--- config.mk ---
export PLATFORM = sky130hd
export DESIGN_NAME = user_event_arbiter
export DESIGN_NICKNAME = d
export VERILOG_FILES = /design/src/rtl/user_event_arbiter.sv
export SDC_FILE = /design/constraint.sdc
export NUM_CORES = 1
export LEC_CHECK = 0
export BUFFER_PORTS_ARGS = -buffer_cell sky130_fd_sc_hd__clkbuf_2
export CORE_AREA = 2 2 54 76
export DETAILED_ROUTE_END_ITERATION = 6
export DIE_AREA = 0 0 56 78
export GPL_ROUTABILITY_DRIVEN = 1
export PLACE_DENSITY = 0.55
export SLEW_MARGIN = 40
export SYNTH_ARGS = -nofsm -noshare
export SYNTH_HDL_FRONTEND = slang
export SYNTH_SLANG_ARGS = --single-unit
export TNS_END_PERCENT = 30
--- constraint.sdc ---
create_clock -name clk -period 4.1 [get_ports clk]
set_clock_uncertainty 0.15 [all_clocks]
set_input_delay 0.82 -clock clk [delete_from_list [all_inputs] [get_ports clk]]
set_output_delay 0.82 -clock clk [all_outputs]
set_load 0.005 [all_outputs]
--- src/rtl/user_event_arbiter.sv ---
// rtl/user_event_arbiter.sv - round-robin merge of game-control event sources into a show-ahead event FIFO
// Optional feature macro: USER_EVENT_ARB_NEWGAME_FLUSH_EN (an accepted EV_NEW_GAME flushes stale queued moves)
module user_event_arbiter #(
  parameter int SRC_CNT    = 2,
  parameter int FIFO_DEPTH = 4
) (
  input  logic                            clk,
  input  logic                            rst,
  input  logic [SRC_CNT-1:0]              src_valid_i,
  input  logic [SRC_CNT*3-1:0]            src_event_i,
  output logic [SRC_CNT-1:0]              src_ack_o,
  output logic [2:0]                      user_event_o,
  output logic                            user_event_ready_o,
  input  logic                            user_event_rd_req_i,
  output logic [$clog2(FIFO_DEPTH+1)-1:0] occupancy_o,
  output logic [7:0]                      drop_flush_cnt_o
);
  localparam int RR_W  = (SRC_CNT > 1) ? $clog2(SRC_CNT) : 1;
  localparam int PTR_W = $clog2(FIFO_DEPTH);
  localparam int OCC_W = $clog2(FIFO_DEPTH + 1);

  logic [RR_W-1:0]  rr_ptr;
  logic [RR_W-1:0]  gnt_idx;
  logic [RR_W-1:0]  rr_next;
  logic             gnt_found;
  logic [2:0]       gnt_event;
  logic [PTR_W-1:0] wr_ptr;
  logic [PTR_W-1:0] rd_ptr;
  logic [OCC_W-1:0] occ;
  logic [2:0]       mem [FIFO_DEPTH];
  logic             full;
  logic             pop;
  logic             push;
  logic             flush_req;
  logic             flush;

  // Pick the first requesting source at or after rr_ptr; scanning backwards lets the nearest one win.
  always_comb begin
    gnt_found = 1'b0;
    gnt_idx   = '0;
    for (int k = SRC_CNT - 1; k >= 0; k--) begin
      if (1'(src_valid_i >> ((int'(rr_ptr) + k) % SRC_CNT))) begin
        gnt_found = 1'b1;
        gnt_idx   = RR_W'((int'(rr_ptr) + k) % SRC_CNT);
      end
    end
  end

  assign gnt_event = 3'(src_event_i >> (3 * int'(gnt_idx)));
  assign rr_next   = RR_W'((int'(gnt_idx) + 1) % SRC_CNT);

  assign full = (occ == OCC_W'(FIFO_DEPTH));
  // A read request against an empty FIFO is ignored so occupancy cannot underflow.
  assign pop  = user_event_rd_req_i && (occ != '0);

`ifdef USER_EVENT_ARB_NEWGAME_FLUSH_EN
  localparam logic [2:0] EV_NEW_GAME = 3'd5;
  assign flush_req = gnt_found && (gnt_event == EV_NEW_GAME);
`else
  assign flush_req = 1'b0;
`endif

  // A full FIFO still accepts when the head leaves this cycle, or when the event flushes everything.
  assign push  = gnt_found && !rst && (!full || pop || flush_req);
  assign flush = push && flush_req;

  assign src_ack_o          = push ? (SRC_CNT'(1) << gnt_idx) : '0;
  assign user_event_ready_o = (occ != '0);
  assign user_event_o       = user_event_ready_o ? mem[rd_ptr] : 3'd0;
  assign occupancy_o        = occ;

  // Arbitration and FIFO pointer/occupancy state; a flush leaves only the event written this cycle.
  always_ff @(posedge clk or posedge rst) begin
    if (rst) begin
      rr_ptr <= '0;
      wr_ptr <= '0;
      rd_ptr <= '0;
      occ    <= '0;
    end else begin
      if (push) begin
        rr_ptr <= rr_next;
        wr_ptr <= wr_ptr + PTR_W'(1);
      end
      if (flush) begin
        rd_ptr <= wr_ptr;
        occ    <= OCC_W'(1);
      end else begin
        if (pop) rd_ptr <= rd_ptr + PTR_W'(1);
        if (push && !pop) occ <= occ + OCC_W'(1);
        else if (!push && pop) occ <= occ - OCC_W'(1);
      end
    end
  end

  // Event storage; contents need no reset because occupancy gates visibility.
  always_ff @(posedge clk) begin
    if (push) mem[wr_ptr] <= gnt_event;
  end

`ifdef USER_EVENT_ARB_NEWGAME_FLUSH_EN
  logic [OCC_W-1:0] discard;
  logic [8:0]       drop_sum;
  logic [7:0]       drop_cnt;

  // A head popped in the flush cycle is delivered, so it does not count as discarded.
  assign discard  = occ - (pop ? OCC_W'(1) : OCC_W'(0));
  assign drop_sum = 9'(drop_cnt) + 9'(discard);

  // Saturating tally of entries thrown away by flushes.
  always_ff @(posedge clk or posedge rst) begin
    if (rst) drop_cnt <= '0;
    else if (flush) drop_cnt <= drop_sum[8] ? 8'hFF : drop_sum[7:0];
  end

  assign drop_flush_cnt_o = drop_cnt;
`else
  assign drop_flush_cnt_o = 8'd0;
`endif

endmodule

Yosys cells after proc, flatten, opt, wreduce, memory -nomap -nowiden

Memories as Yosys holds them, arrays and structs flattened.
Cells that the tools add are included.

Flip-flop bits (word level): 8
Memory bits (writable): 12
Input port bits: 11
Output and inout bits: 17
Logic and storage cells: 40
Memories: 1

Add/subtract/negate cells: 6
Multipliers: 1
Equality and inequality tests: 1
Shifts and indexed selects: 4
Muxes and demuxes: 10
Bitwise gates (word level): 1
Reductions and logical operators: 12

Memory list:

| memory | words | bits a word | read ports | clocked after memory_dff | write ports | RTL line | source |
|---|---|---|---|---|---|---|---|
| mem    | 4     | 3           | 1          | 0                        | 1           | 30       | `logic [2:0] mem [FIFO_DEPTH];` |

Operator list:

| cell                                             | count |
|---|---|
| right shift 2 x 32 -> 1 bit                      | 1 |
| 2-to-1 mux 3 bit                                 | 3 |
| 2-to-1 mux 1 bit                                 | 6 |
| right shift 6 x 3 -> 3 bit                       | 1 |
| logical AND 1 bit                                | 5 |
| adder 2 x 1 -> 2 bit, second input constant      | 2 |
| logical NOT 1 bit                                | 4 |
| adder 3 x 1 -> 3 bit, second input constant      | 1 |
| equality test 3 bit, second input constant       | 1 |
| multiplier 2 x 1 -> 3 bit, first input constant  | 1 |
| nonzero test 3 bit                               | 1 |
| subtractor 3 x 1 -> 3 bit, second input constant | 1 |
| adder 1 bit, second input constant               | 2 |
| 2-to-1 mux 2 bit                                 | 1 |
| nonzero test 2 bit                               | 1 |
| << shifter 1 x 1 -> 2 bit, first input constant  | 1 |
| right shift 2 x 1 -> 1 bit                       | 1 |
| AND 1 bit, first input constant                  | 1 |
| logical OR 1 bit                                 | 1 |

Longest topological paths before layout

Depth in word-level cells: 11
Mapped depth: 9
Depth with buffers taken out: 8

Least setup slack after synthesis

OpenSTA, ideal clock, no wires.

Path kind: input to register
From: in user_event_rd_req_i
To: reg occ[1], in the netlist occupancy_o[1]
Library setup time: 125 ps
Arrival: 2,159 ps
Required time: 3,825 ps
Path slack: 1,666 ps
Stages on the path: 6
Buffers on the path: 0
Cells stage by stage: nor4b_4 > nor3_4 > ha_1 > inv_1 > fa_1 > mux2_2

Word-level cells in the longest chain between the ends: 6
Elaborated cells between the ends (all ways): 9
Classes of those cells: mux: 1; reduce/logical: 8

Ends and longest elaborated chain:

| what                         | RTL line | source |
|---|---|---|
| start, declared              | 14       | `input logic user_event_rd_req_i,` |
| logical AND 1 bit (*)        | 54       | `assign pop = user_event_rd_req_i && (occ != '0);` |
| logical OR 1 bit (*)         | 64       | `assign push = gnt_found && !rst && (!full \|\| pop \|\| flush_req);` |
| logical AND 1 bit (*)        | 64       |  |
| net push                     | 33       | `logic push;` |
| logical NOT 1 bit            | 90       | `else if (!push && pop) occ <= occ - OCC_W'(1);` |
| logical AND 1 bit            | 90       |  |
| nonzero test 2 bit (no line) | n/a      |  |
| end signal, assigned         | 89       | `if (push && !pop) occ <= occ + OCC_W'(1);` |
| end signal, assigned         | 90       |  |
| end, declared                | 29       | `logic [OCC_W-1:0] occ;` |

The timed path passes the listed nets; every way through them passes the cells marked *.
A chain may end at the register's enable or synchronous reset.

Final worst setup path

From: in src_valid_i[0]
To: out src_ack_o[0]

Word-level cells in the longest chain between the ends: 6
Elaborated cells between the ends (all ways): 10
Classes of those cells: shift: 3; mux: 5; reduce/logical: 2

Ends and longest elaborated chain:

| what                           | RTL line | source |
|---|---|---|
| start, declared                | 9        | `input logic [SRC_CNT-1:0] src_valid_i,` |
| right shift 2 x 32 -> 1 bit    | 42       | `if (1'(src_valid_i >> ((int'(rr_ptr) + k) % SRC_CNT))) begin` |
| 2-to-1 mux 1 bit (2 in a row)  | 42       |  |
| logical AND 1 bit (2 in a row) | 64       |  |
| 2-to-1 mux 2 bit (*)           | 67       | `assign src_ack_o = push ? (SRC_CNT'(1) << gnt_idx) : '0;` |
| end, declared                  | 11       | `output logic [SRC_CNT-1:0] src_ack_o,` |

Mark *: on every way between the ends. The rest lies on a longest branch, timed or not.

==> impl_metrics.csv <==
group,metric,value,unit
outcome,outcome,"complete, no violations",
worst_setup_path,crit_family,"compound AO/OA/AOI/OAI gates",
clocking,cts-root-buf,"clkbuf_8",
worst_setup_path,crit_arrival,1810,ps
finish,diodes,0,
drt,wire_per_inst,12.0,um
clocking,cts.sinks,20,
run,timing.max_cap.violations,0,
worst_setup_path,cp-end-kind,"output pin",
synthesis,syn_avg_cell_area,14.0,um^2
timing,tns,0,ps
global_route,grt_usage,0.0868,
finish,drive_above_1_share,0.396,
clocking,cts_resized,0,
floorplanning,dieHeight,78,um
floorplanning,rows,26,
drt,num_vias,579,
floorplanning,start_util,0.292,
timing,period_minus_slack,2780,ps
worst_setup_path,max_stage_delay,510,ps
worst_setup_path,start_kind,"primary input",
worst_setup_path,reg2reg_slack,1750,ps
pwr,leakagePower,0.529,nW
global_route,antenna_found_initial,0,
synthesis,yosysSeqAreaShare,0.527,
finish,final_common_cell,"clkbuf_2",
hold_path,worstHoldStart,"rr_ptr",
timing,fin_crit_sh,0.678,
worst_setup_path,path_cells,"clkbuf_2 > inv_1 > o21ai_0 > and2_2 > clkbuf_2",
floorplanning,die_area,0.00437,mm^2
placement,gp_congestion,0.634,
worst_setup_path,worstSetupStartpoint,"src_valid_i[0]",
drt,initialDrtViolationCount,7,
synthesis,synth_seq_cells,20,
clocking,cts_setup_buffers,0,
timing,relSlewSlack,0.571,
clocking,clock_path_buffers,2,
global_route,grt_max_degree,13,
worst_setup_path,cp_common_cell,"clkbuf_2",
pwr,intPower,0.570,mW
pwr,p_per_area,651,mW/mm^2
floorplanning,io_pins,28,
finish,design_area,0.00124,mm^2
global_route,gr-total-overflow,0,
pwr,switchingPower,0.237,mW
synthesis,yosysWarnings,0,
finish,final_cell_mix,"19 x clkbuf_2, 12 x edfxtp_1, 8 x conb_1, 8 x dfrtp_1",
hold_path,holdCritPathClass,"reg2reg",
drt,ant_nets,0,
synthesis,yosysUniqueCellTypes,26,
clocking,clk_pin_slew,70,ps
worst_setup_path,criticalPathCategory,"in2out",
placement,port_buffers,19,
clocking,clk_latency,250,ps
clocking,cts_tree,"built",
floorplanning,coreArea,0.00364,mm^2
worst_setup_path,timing.critical_path.buf_inv,3,
drt,drc,0,
drt,routed_wl,1.65,mm
worst_setup_path,worstPathMaxFanout,5,
placement,place_area,0.00117,mm^2
timing,tightestPinTransition,637,ps
clocking,cts_hold_buf,0,
clocking,htreeDepth,1,
timing,setup_viol,0,
worst_setup_path,required,3130,ps
pwr,seqPwrFrac,0.423,
drt,via_per_inst,4.20,
timing,finalHoldViolCount,0,
timing,finalMaxSlewViolations,0,
global_route,grt_pass1_vias,631,
pwr,p_clk_frac,0.237,
clocking,cts_made_buffers,3,
synthesis,synthCells,76,
finish,syn2layout_area_growth,16.6,%
global_route,grt_pass1_wl,2.91,mm
synthesis,synth.cell_area,0.00106,mm^2
pwr,swShare,0.294,
worst_setup_path,r2r_start,"occupancy_o[0]",
floorplanning,fp.dieW,56,um
finish,fin_util,0.340,
pwr,irDropWorstVdd,250,uV
timing,rsz0062_at_grt,"no",
finish,finalNetCount,114,
worst_setup_path,critical_path.slowest_cell,"o21ai_0",
timing,max_freq,360,MHz
drt,dr.pass1.iters,2,
pwr,combPwrFrac,0.340,
[cell type report]
| class | instances | area (um^2) |
|---|---|---|
| inverters | 5 | 18.8 |
| well taps | 42 | 52.6 |
| fillers | 374 | 2400 |
| flip-flops and latches | 20 | 561 |
| clock buffers | 3 | 41.3 |
| multi-input cells | 48 | 442 |
| repair buffers | 19 | 95.1 |
| clock inverters | 1 | 30.0 |
[cells in the mapped netlist]
cell type / count / share of area
edfxtp_1: 12 / 0.34
buf_4: 8 / 0.056
dfrtp_1: 8 / 0.19
and2_2: 5 / 0.035
ha_1: 5 / 0.059
inv_1: 5 / 0.018
mux2_2: 4 / 0.042
xnor2_1: 4 / 0.033
and2_1: 3 / 0.018
mux4_2: 3 / 0.064
nor2_1: 2 / 0.0071
o21ai_0: 2 / 0.0094
xor2_1: 2 / 0.016
buf_2: 1 / 0.0047
clkbuf_1: 1 / 0.0035
conb_1: 1 / 0.0035
fa_1: 1 / 0.019
mux2_4: 1 / 0.014
nand2_1: 1 / 0.0035
nand2b_1: 1 / 0.0059
nand3_1: 1 / 0.0047
nor3_1: 1 / 0.0047
nor3_4: 1 / 0.015
nor4b_4: 1 / 0.022
o41ai_1: 1 / 0.0082
or3_1: 1 / 0.0059
[routing by layer]
layer	global-route usage	vias up	wire [um]
met5	0	-	0
met4	0.0500	0	25
met3	0.0183	2	71
met2	0.159	17	939
met1	0.0889	278	614
li1	-	282	-
[worst reg2reg max path: stages, from the launching register on]
cell	delay, ps
dfrtp_1	470
or3_1	490
nand2_1	140
ha_1	200
inv_1	60
fa_1	370
xor2_1	150
nor2_1	110
xor2_1	150
[path summary, 6_finish.rpt]
check,cells past startpoint,to
worst max-delay path,5,src_ack_o[0]
worst min-delay path,1,rr_ptr
worst max register to register,8,occupancy_o[2]
worst min register to register,1,rr_ptr
max in group asynchronous,2,wr_ptr[1]
min in group asynchronous,2,wr_ptr[0]
[power groups by stage]
stage | Clock [mW] | Sequential, mW | Combinational, mW
after floorplan | 0 | 0.327 | 0.217
after global placement | 0 | 0.345 | 0.273
after detailed placement | 0 | 0.349 | 0.281
after CTS | 0.195 | 0.345 | 0.285
after global routing | 0.207 | 0.355 | 0.310
final | 0.191 | 0.342 | 0.275
[registers in the layout (all words and copies together) (netlist names)]
name,cells
rr_ptr,1
occupancy_o,3
mem,12
wr_ptr,2
rd_ptr,2
[cells by family (layout without fill, tap and decap cells)]
kind of cell,after synthesis,count (layout),share of synthesized area
DFF,20,20,0.527
and+or+nand+nor,17,17,0.122
buffers and inverters,15,28,0.0823
muxes,8,8,0.120
adders and majority gates,6,6,0.0776
xor gates and xnor gates,6,6,0.0494
AOI/OAI and AO/OA,3,3,0.0176
other,1,8,0.00353
[metrics by stage]
step | std cells | power [mW] | hold WS (ps) | setup slack (ps)
2_1_floorplan | 83 | 0.543 | 295 | 1670
3_3_place_gp | 134 | 0.618 | 317 | 1340
3_5_place_dp | 134 | 0.630 | 354 | 1300
4_1_cts | 138 | 0.826 | 366 | 1280
5_1_grt | 138 | 0.873 | 404 | 1170
6_report | 138 | 0.807 | 358 | 1320
Note: power is estimated with default switching activity, not from simulation.
